[src/rtl/ram_ctrl_pkg.sv]
// rtl/ram_ctrl_pkg.sv - RAM command opcodes and arbiter FSM state type
package ram_ctrl_pkg;

   localparam logic [1:0] OP_WR_ADDR = 2'b00;
   localparam logic [1:0] OP_WR_DATA = 2'b01;
   localparam logic [1:0] OP_RD_ADDR = 2'b10;
   localparam logic [1:0] OP_RD_DATA = 2'b11;

   typedef enum logic [2:0] {
      ST_IDLE,
      ST_ADDR,
      ST_DATA,
      ST_WAIT,
      ST_RESP
   } state_e;

   function automatic logic [1:0] addr_opcode(input logic wr);
      return wr ? OP_WR_ADDR : OP_RD_ADDR;
   endfunction

   function automatic logic [1:0] data_opcode(input logic wr);
      return wr ? OP_WR_DATA : OP_RD_DATA;
   endfunction

endpackage

[src/rtl/ram_rr_arb.sv]
// rtl/ram_rr_arb.sv - two-way round-robin grant, one-hot output
module ram_rr_arb (
   input  logic [1:0] req,
   input  logic       last_grant,
   output logic [1:0] grant
);

   always_comb begin
      grant = 2'b00;
      case (req)
         2'b01:   grant = 2'b01;
         2'b10:   grant = 2'b10;
         // on contention the requester not served last wins
         2'b11:   grant = last_grant ? 2'b01 : 2'b10;
         default: grant = 2'b00;
      endcase
   end

endmodule

[src/rtl/ram_arbiter.sv]
// rtl/ram_arbiter.sv - two-requester arbiter issuing address/data command pairs to a RAM
module ram_arbiter
   import ram_ctrl_pkg::*;
#(
   parameter int ADDR_SIZE = 8,
   parameter int TIMEOUT   = 8
) (
   input  logic                   clk,
   input  logic                   rst_n,
   input  logic [1:0]             req_valid,
   output logic [1:0]             req_ready,
   input  logic [1:0]             req_wr,
   input  logic [2*ADDR_SIZE-1:0] req_addr,
   input  logic [2*ADDR_SIZE-1:0] req_wdata,
   output logic [1:0]             rsp_valid,
   output logic                   rsp_err,
   output logic [ADDR_SIZE-1:0]   rsp_rdata,
   output logic [ADDR_SIZE+1:0]   ram_din,
   output logic                   ram_rx_valid,
   input  logic [ADDR_SIZE-1:0]   ram_dout,
   input  logic                   ram_tx_valid
);

   localparam int               CNT_W    = $clog2(TIMEOUT + 1);
   localparam logic [CNT_W-1:0] CNT_LAST = CNT_W'(TIMEOUT - 1);

   state_e                 state_q, state_d;
   logic                   prio_q, prio_d;
   logic                   owner_q, owner_d;
   logic                   wr_q, wr_d;
   logic [ADDR_SIZE-1:0]   addr_q, addr_d;
   logic [ADDR_SIZE-1:0]   wdata_q, wdata_d;
   logic [ADDR_SIZE-1:0]   rdata_q, rdata_d;
   logic                   err_q, err_d;
   logic [CNT_W-1:0]       cnt_q, cnt_d;

   logic [1:0]             grant;
   logic                   accept;
   logic                   acc_idx;

   // prio_q names the requester that wins a tie; the arbiter wants the last winner
   ram_rr_arb u_rr_arb (
      .req        (req_valid),
      .last_grant (~prio_q),
      .grant      (grant)
   );

   assign req_ready = (state_q == ST_IDLE) ? grant : 2'b00;
   assign accept    = |(req_valid & req_ready);
   assign acc_idx   = req_ready[1];

   always_comb begin
      state_d = state_q;
      prio_d  = prio_q;
      owner_d = owner_q;
      wr_d    = wr_q;
      addr_d  = addr_q;
      wdata_d = wdata_q;
      rdata_d = rdata_q;
      err_d   = err_q;
      cnt_d   = cnt_q;
      case (state_q)
         ST_IDLE: begin
            if (accept) begin
               owner_d = acc_idx;
               wr_d    = acc_idx ? req_wr[1] : req_wr[0];
               addr_d  = acc_idx ? req_addr[2*ADDR_SIZE-1:ADDR_SIZE]
                                 : req_addr[ADDR_SIZE-1:0];
               wdata_d = acc_idx ? req_wdata[2*ADDR_SIZE-1:ADDR_SIZE]
                                 : req_wdata[ADDR_SIZE-1:0];
               prio_d  = ~acc_idx;
               err_d   = 1'b0;
               rdata_d = '0;
               state_d = ST_ADDR;
            end
         end
         ST_ADDR: state_d = ST_DATA;
         ST_DATA: begin
            cnt_d   = '0;
            state_d = wr_q ? ST_RESP : ST_WAIT;
         end
         ST_WAIT: begin
            if (ram_tx_valid) begin
               rdata_d = ram_dout;
               err_d   = 1'b0;
               state_d = ST_RESP;
            end else if (cnt_q == CNT_LAST) begin
               rdata_d = '0;
               err_d   = 1'b1;
               state_d = ST_RESP;
            end else begin
               cnt_d = cnt_q + 1'b1;
            end
         end
         ST_RESP: state_d = ST_IDLE;
         default: state_d = ST_IDLE;
      endcase
   end

   always_comb begin
      ram_rx_valid = 1'b0;
      ram_din      = '0;
      rsp_valid    = 2'b00;
      case (state_q)
         ST_ADDR: begin
            ram_rx_valid = 1'b1;
            ram_din      = {addr_opcode(wr_q), addr_q};
         end
         ST_DATA: begin
            ram_rx_valid = 1'b1;
            ram_din      = {data_opcode(wr_q), wr_q ? wdata_q : {ADDR_SIZE{1'b0}}};
         end
         ST_RESP: rsp_valid = owner_q ? 2'b10 : 2'b01;
         default: ;
      endcase
   end

   assign rsp_err   = err_q;
   assign rsp_rdata = rdata_q;

   always_ff @(posedge clk or negedge rst_n) begin
      if (!rst_n) begin
         state_q <= ST_IDLE;
         prio_q  <= 1'b0;
         owner_q <= 1'b0;
         wr_q    <= 1'b0;
         addr_q  <= '0;
         wdata_q <= '0;
         rdata_q <= '0;
         err_q   <= 1'b0;
         cnt_q   <= '0;
      end else begin
         state_q <= state_d;
         prio_q  <= prio_d;
         owner_q <= owner_d;
         wr_q    <= wr_d;
         addr_q  <= addr_d;
         wdata_q <= wdata_d;
         rdata_q <= rdata_d;
         err_q   <= err_d;
         cnt_q   <= cnt_d;
      end
   end

endmodule

[config.mk]
export PLATFORM = sky130hd
export DESIGN_NAME = ram_arbiter
export DESIGN_NICKNAME = d
export VERILOG_FILES = /design/src/rtl/ram_ctrl_pkg.sv /design/src/rtl/ram_rr_arb.sv /design/src/rtl/ram_arbiter.sv
export SDC_FILE = /design/constraint.sdc
export NUM_CORES = 1
export LEC_CHECK = 0
export CAP_MARGIN = 10
export CORE_MARGIN = 2
export CORE_UTILIZATION = 35
export DETAILED_ROUTE_END_ITERATION = 12
export PLACE_DENSITY = 0.7
export SYNTH_ARGS = -nofsm -noshare
export SYNTH_HDL_FRONTEND = slang
export SYNTH_SLANG_ARGS = --single-unit
[constraint.sdc]
create_clock -name clk -period 2.1 [get_ports clk]
set_input_delay 0.21 -clock clk [delete_from_list [all_inputs] [get_ports clk]]
set_output_delay 0.21 -clock clk [all_outputs]
set_load 0.02 [all_outputs]
=== Word-level counts from Yosys, hierarchy flattened ===
Index checks and enable logic that the tools add are counted.
Widths: inputs -> output; s select.

* Register bits after elaboration: 35
* RAM bits: 0
* Latch bits: 0
* Input bits: 47
* Memories: 0
* Memory bits (read-only): 0
* Output and inout port bits: 24

* Divide/modulo/power cells: 0
* Shifts and indexed selects: 0
* Mux-type cells: 29
* Multiply operators: 0
* Bitwise gates (word level): 2
* Add/sub/neg operators: 1
* Reduce and logical (&&, ||, !) cells: 9
* Equality and inequality tests: 12
* $lt $le $gt $ge: 0

{| class="wikitable"
|+ Operators with widths
! kind !! count
|-
| $mux 8 || 6
|-
| $pmux 10 s2 || 1
|-
| $pmux 8 s2 || 1
|-
| $mux 2 || 6
|-
| $mux 3 || 4
|-
| $pmux 3 s4 || 1
|-
| $mux 4 || 2
|-
| $pmux 4 s2 || 1
|-
| $eq 3x2->1 const B || 2
|-
| $ne 2x2->1 const B || 3
|-
| $pmux 2 s3 || 1
|-
| $reduce_and 3->1 || 2
|-
| $mux 1 || 5
|-
| $add 4x1->4 const B || 1
|-
| $eq 2x2->1 const B || 2
|-
| $eq 4x3->1 const B || 1
|-
| $reduce_and 2->1 || 2
|-
| $reduce_bool 2->1 || 2
|-
| $reduce_or 2->1 || 2
|-
| $eq 3x1->1 const B || 1
|-
| $eq 3x3->1 const B || 1
|-
| $logic_not 3->1 || 1
|-
| $ne 3x3->1 const B || 1
|-
| $and 2x2->2 || 1
|-
| other kinds (3) || 3
|}

=== Longest topological paths before layout ===
* Depth after elaboration: 7
* Mapped depth: 7
* Depth with buffers taken out: 5

=== Hierarchy ===
From an unflattened synthesis, not the netlist that was laid out.

* Cell total of the unflattened synthesis: 200
* Area total of the unflattened synthesis: 1994.4 sq um

{| class="wikitable"
|+ Modules (own cells, without submodules)
! module !! cells each !! area an instance (sq um) !! sequential area each (sq um) !! times used
|-
| ram_arbiter || 197 || 1975.6 || 875.8 || 1
|-
| ram_rr_arb || 3 || 18.8 || 0.0 || 1
|}

=== Worst setup path before layout ===
No wires, ideal clock.

* Path type: register to register
* From: register cnt_q[0]
* To: register cnt_q[0]
* Data required time: 1979 ps
* Arrival time: 1431 ps
* Cell stages (with the launch flop): 6
* Path buffers: 0
* Period minus slack after synthesis: 1552 ps
* Setup slack: 548 ps
* Path through: dfrtp_1 ha_1 nand3b_1 and2_1 mux2_2 a22o_1

* Word-level cells in the longest chain between the ends: 4
* Elaborated cells on any way between the ends: 7
* Classes of those cells: 1 x add/sub; 2 x eq/ne; 3 x mux; 1 x reduce/logical

{| class="wikitable"
|+ RTL lines
! what !! RTL line !! source
|-
| start, declared || ram_arbiter.sv:35 || <nowiki>logic [CNT_W-1:0] cnt_q, cnt_d;</nowiki>
|-
| start signal, assigned || ram_arbiter.sv:141 || <nowiki>cnt_q <= cnt_d;</nowiki>
|-
| $add 4x1->4 || ram_arbiter.sv:92 || <nowiki>cnt_d = cnt_q + 1'b1;</nowiki>
|-
| $mux 4 || ram_arbiter.sv:87 || <nowiki>end else if (cnt_q == CNT_LAST) begin</nowiki>
|-
| $mux 4 || ram_arbiter.sv:83 || <nowiki>if (ram_tx_valid) begin</nowiki>
|-
| $pmux 4 s2 || ram_arbiter.sv:62 || <nowiki>case (state_q)</nowiki>
|}

Parallel ways exist; a longest one is shown, timed or not. The select of a mux whose other input is x is not followed.
A chain may end at the register's enable or synchronous reset.

=== Worst setup path after layout ===
* From: register state_q[1]
* To: output port rsp_valid[1]

* Word-level cells in the longest chain between the ends: 2

{| class="wikitable"
|+ RTL lines
! what !! RTL line !! source
|-
| start, declared || ram_arbiter.sv:27 || <nowiki>state_e state_q, state_d;</nowiki>
|-
| start signal, assigned || ram_arbiter.sv:133 || <nowiki>state_q <= state_d;</nowiki>
|-
| $eq 3x3->1 || ram_arbiter.sv:104 || <nowiki>case (state_q)</nowiki>
|-
| $mux 2 || ram_arbiter.sv:104 ||
|-
| end, declared || ram_arbiter.sv:15 || <nowiki>output logic [1:0] rsp_valid,</nowiki>
|}

No other way between the ends.

==> results_dict.tcl <==
set metrics [dict create \
    status "complete, but fails checks" \
    violations "hold timing" \
    clk_pin_slew_ns 0.06 \
    wl_um 4580 \
    ant_nets 0 \
    grt_pass1_wl_um 7470 \
    grtUsageMet2 0.248 \
    critPathMaxFanout 10 \
    layout.cells.non_filler 311 \
    cts_tree "yes" \
    ir_drop_mv 0.713 \
    clock.fmax_mhz 501 \
    clockBufferDepth 2 \
    dieWidth_um 74.9 \
    drc_errors 0 \
    synth-edff-count 0 \
    post_route_cells_drive_above_1_share 0.111 \
    syn_area_per_cell_um2 10.6 \
    setup_viol 0 \
    ys_ff_latch 35 \
    start_kind "register" \
    grt_busiest_layer "met1" \
    rsz0062_at_grt "false" \
    skew_ns 0.00503 \
    vias 1600 \
    use_met3 0.0375 \
    final_common_cell "clkdlybuf4s50_1" \
    hold_viol_final 35 \
    dp_worst_setup_slack_ns 0.138 \
    area_growth_pct 51.8 \
    slew_violations 0 \
    maxCapViolations 0 \
    io_buffers 70 \
    diodes 0 \
    firstDrtPassIters 4 \
    netlist_instances 166 \
    cts_buffers 5 \
    setup_ws_ns 0.106 \
    place_inst 303 \
    yosysWarningCount 0 \
    synth_ff_type "dfrtp_1" \
    globalplace.congestion 0.850 \
    cts_sinks 35 \
    grt_util_all_layers 0.177 \
    maxSlewHeadroom 0.491 \
    tightest_slew_ns 0.764 \
    fp.dieH_um 74.9 \
    hpwl_um 3360 \
    yosysSeqAreaShare 0.498 \
    worst_hold_slack_ns -0.0104 \
    num-nets-final 291 \
    grt_overflow_total 0 \
    start_util 0.368 \
    synth_cell_types 35 \
    async_flop_share 1.00 \
    met1_usage 0.265 \
    grt_pass1_vias 1537 \
    cts_hold_buf 0 \
    htree_num_levels 2 \
    vias_per_cell 5.14 \
    cp.required_ns 1.89 \
    grt_max_degree 36 \
    synthesis.nets 214 \
    period_share 0.950 \
    power_per_cell_area_nw_per_um2 1410 \
    syn-cell-area_um2 1760 \
    worstSetupPathType "register to primary output" \
    rrSetupSlack_ns 0.40 \
    p_leak_uw 0.00134 \
    antenna_found_initial 0 \
    min_path_type "primary input to asynchronous set/reset pin" \
    finalSetupTns_ns 0 \
    core_um2 4790 \
    worstSkewPairLatency_ns 0.29 \
    ctsRootBufferMaster "clkbuf_8" \
    dieArea_um2 5610 \
    final_cell_mix "clkdlybuf4s50_1, dfrtp_1, a22o_1, nor2_1, a21o_1" \
    row_count 25 \
    drtIter0Drc 219 \
    io_pins 71 \
    arrival_ns 1.78 \
    final_util 0.558 \
    worstSetupEndpointType "primary output" \
    fin_crit_ns 1.99 \
    wl_per_cell_um 14.7 \
]
==> where the power goes <==
part	switching, uW	internal [uW]	total [uW]
Combinational	996	1030	2030
Sequential	283	978	1260
Clock	234	232	467
==> sequential cells by signal, summed over array words and instances (netlist names) <==
register,flops
rsp_rdata,8
addr_q,8
rsp_err,1
state_q,3
cnt_q,4
wdata_q,8
owner_q,1
prio_q,1
wr_q,1
==> per-layer routing <==
metal / routed length [um] / up-vias
li1: - / 775
met1: 2150 / 767
met2: 2100 / 50
met3: 243 / 8
met4: 84 / 0
met5: 0 / -
==> critical path, cell delays in order, from the launching register on <==
cell	delay, ns
dfrtp_2	0.50
nor2_1	0.21
and3_1	0.18
clkdlybuf4s50_1	0.60
==> cell usage after synthesis (3+ instances only) <==
cell,n,share of area
nand2_1,7,0.015
nor2_1,18,0.038
a22o_1,24,0.12
mux2i_1,3,0.017
nand4_1,3,0.011
a32oi_1,8,0.040
a21o_1,15,0.064
clkbuf_1,4,0.0085
buf_2,4,0.011
dfrtp_1,35,0.50
a21oi_1,6,0.017
inv_1,4,0.0085
o21ai_0,5,0.014
==> final cells by class <==
class                      count  area (um2)
clock inverter                 1        5.00
timing repair buffer          82         805
sequential                    35         878
inverter                       4        15.0
tap                           67        83.8
fill                         438        2120
clock buffer                   7        76.3
multi-input combinational    115         807
==> stage by stage <==
step | instance area (um2) | hold WS [ns] | total power (uW)
floorplan | 1760 | -0.0856 | 2460
global placement | 2580 | 0.340 | 3300
detailed placement | 2580 | 0.329 | 3340
CTS | 2660 | 0.0191 | 3790
global route | 2670 | 0.0730 | 4040
finish | 2670 | -0.0104 | 3760
==> kinds of logic (layout without fill, tap and decap cells) <==
logic type | Yosys count | after routing | synth area share
adder cells (fa/ha/maj) | 1 | 1 | 0.00711
buffers and inverters | 16 | 94 | 0.0434
AND/OR/NAND/NOR | 42 | 42 | 0.127
AO/OA/AOI/OAI | 66 | 66 | 0.289
XOR/XNOR | 1 | 1 | 0.00498
multiplexers | 5 | 5 | 0.0299
flip-flops | 35 | 35 | 0.498
==> final timing paths <==
kind / from / to / cells after the start
hold / removal: rst_n / wdata_q[0] / 1
setup reg to reg: cnt_q[0] / cnt_q[0] / 5
min in group clk: req_wdata[8] / wdata_q[0] / 2
setup / recovery: state_q[1] / rsp_valid[1] / 3
hold reg to reg: rsp_rdata[5] / rsp_rdata[5] / 1
max in group asynchronous: rst_n / state_q[1] / 1
==> timing repair <==
item / in CTS / in global routing
gates resized for setup: 7 / 5
setup endpoints to repair: 9 / 5
buffers inserted: 0 / 0
Power figures use the tool's default switching activity.
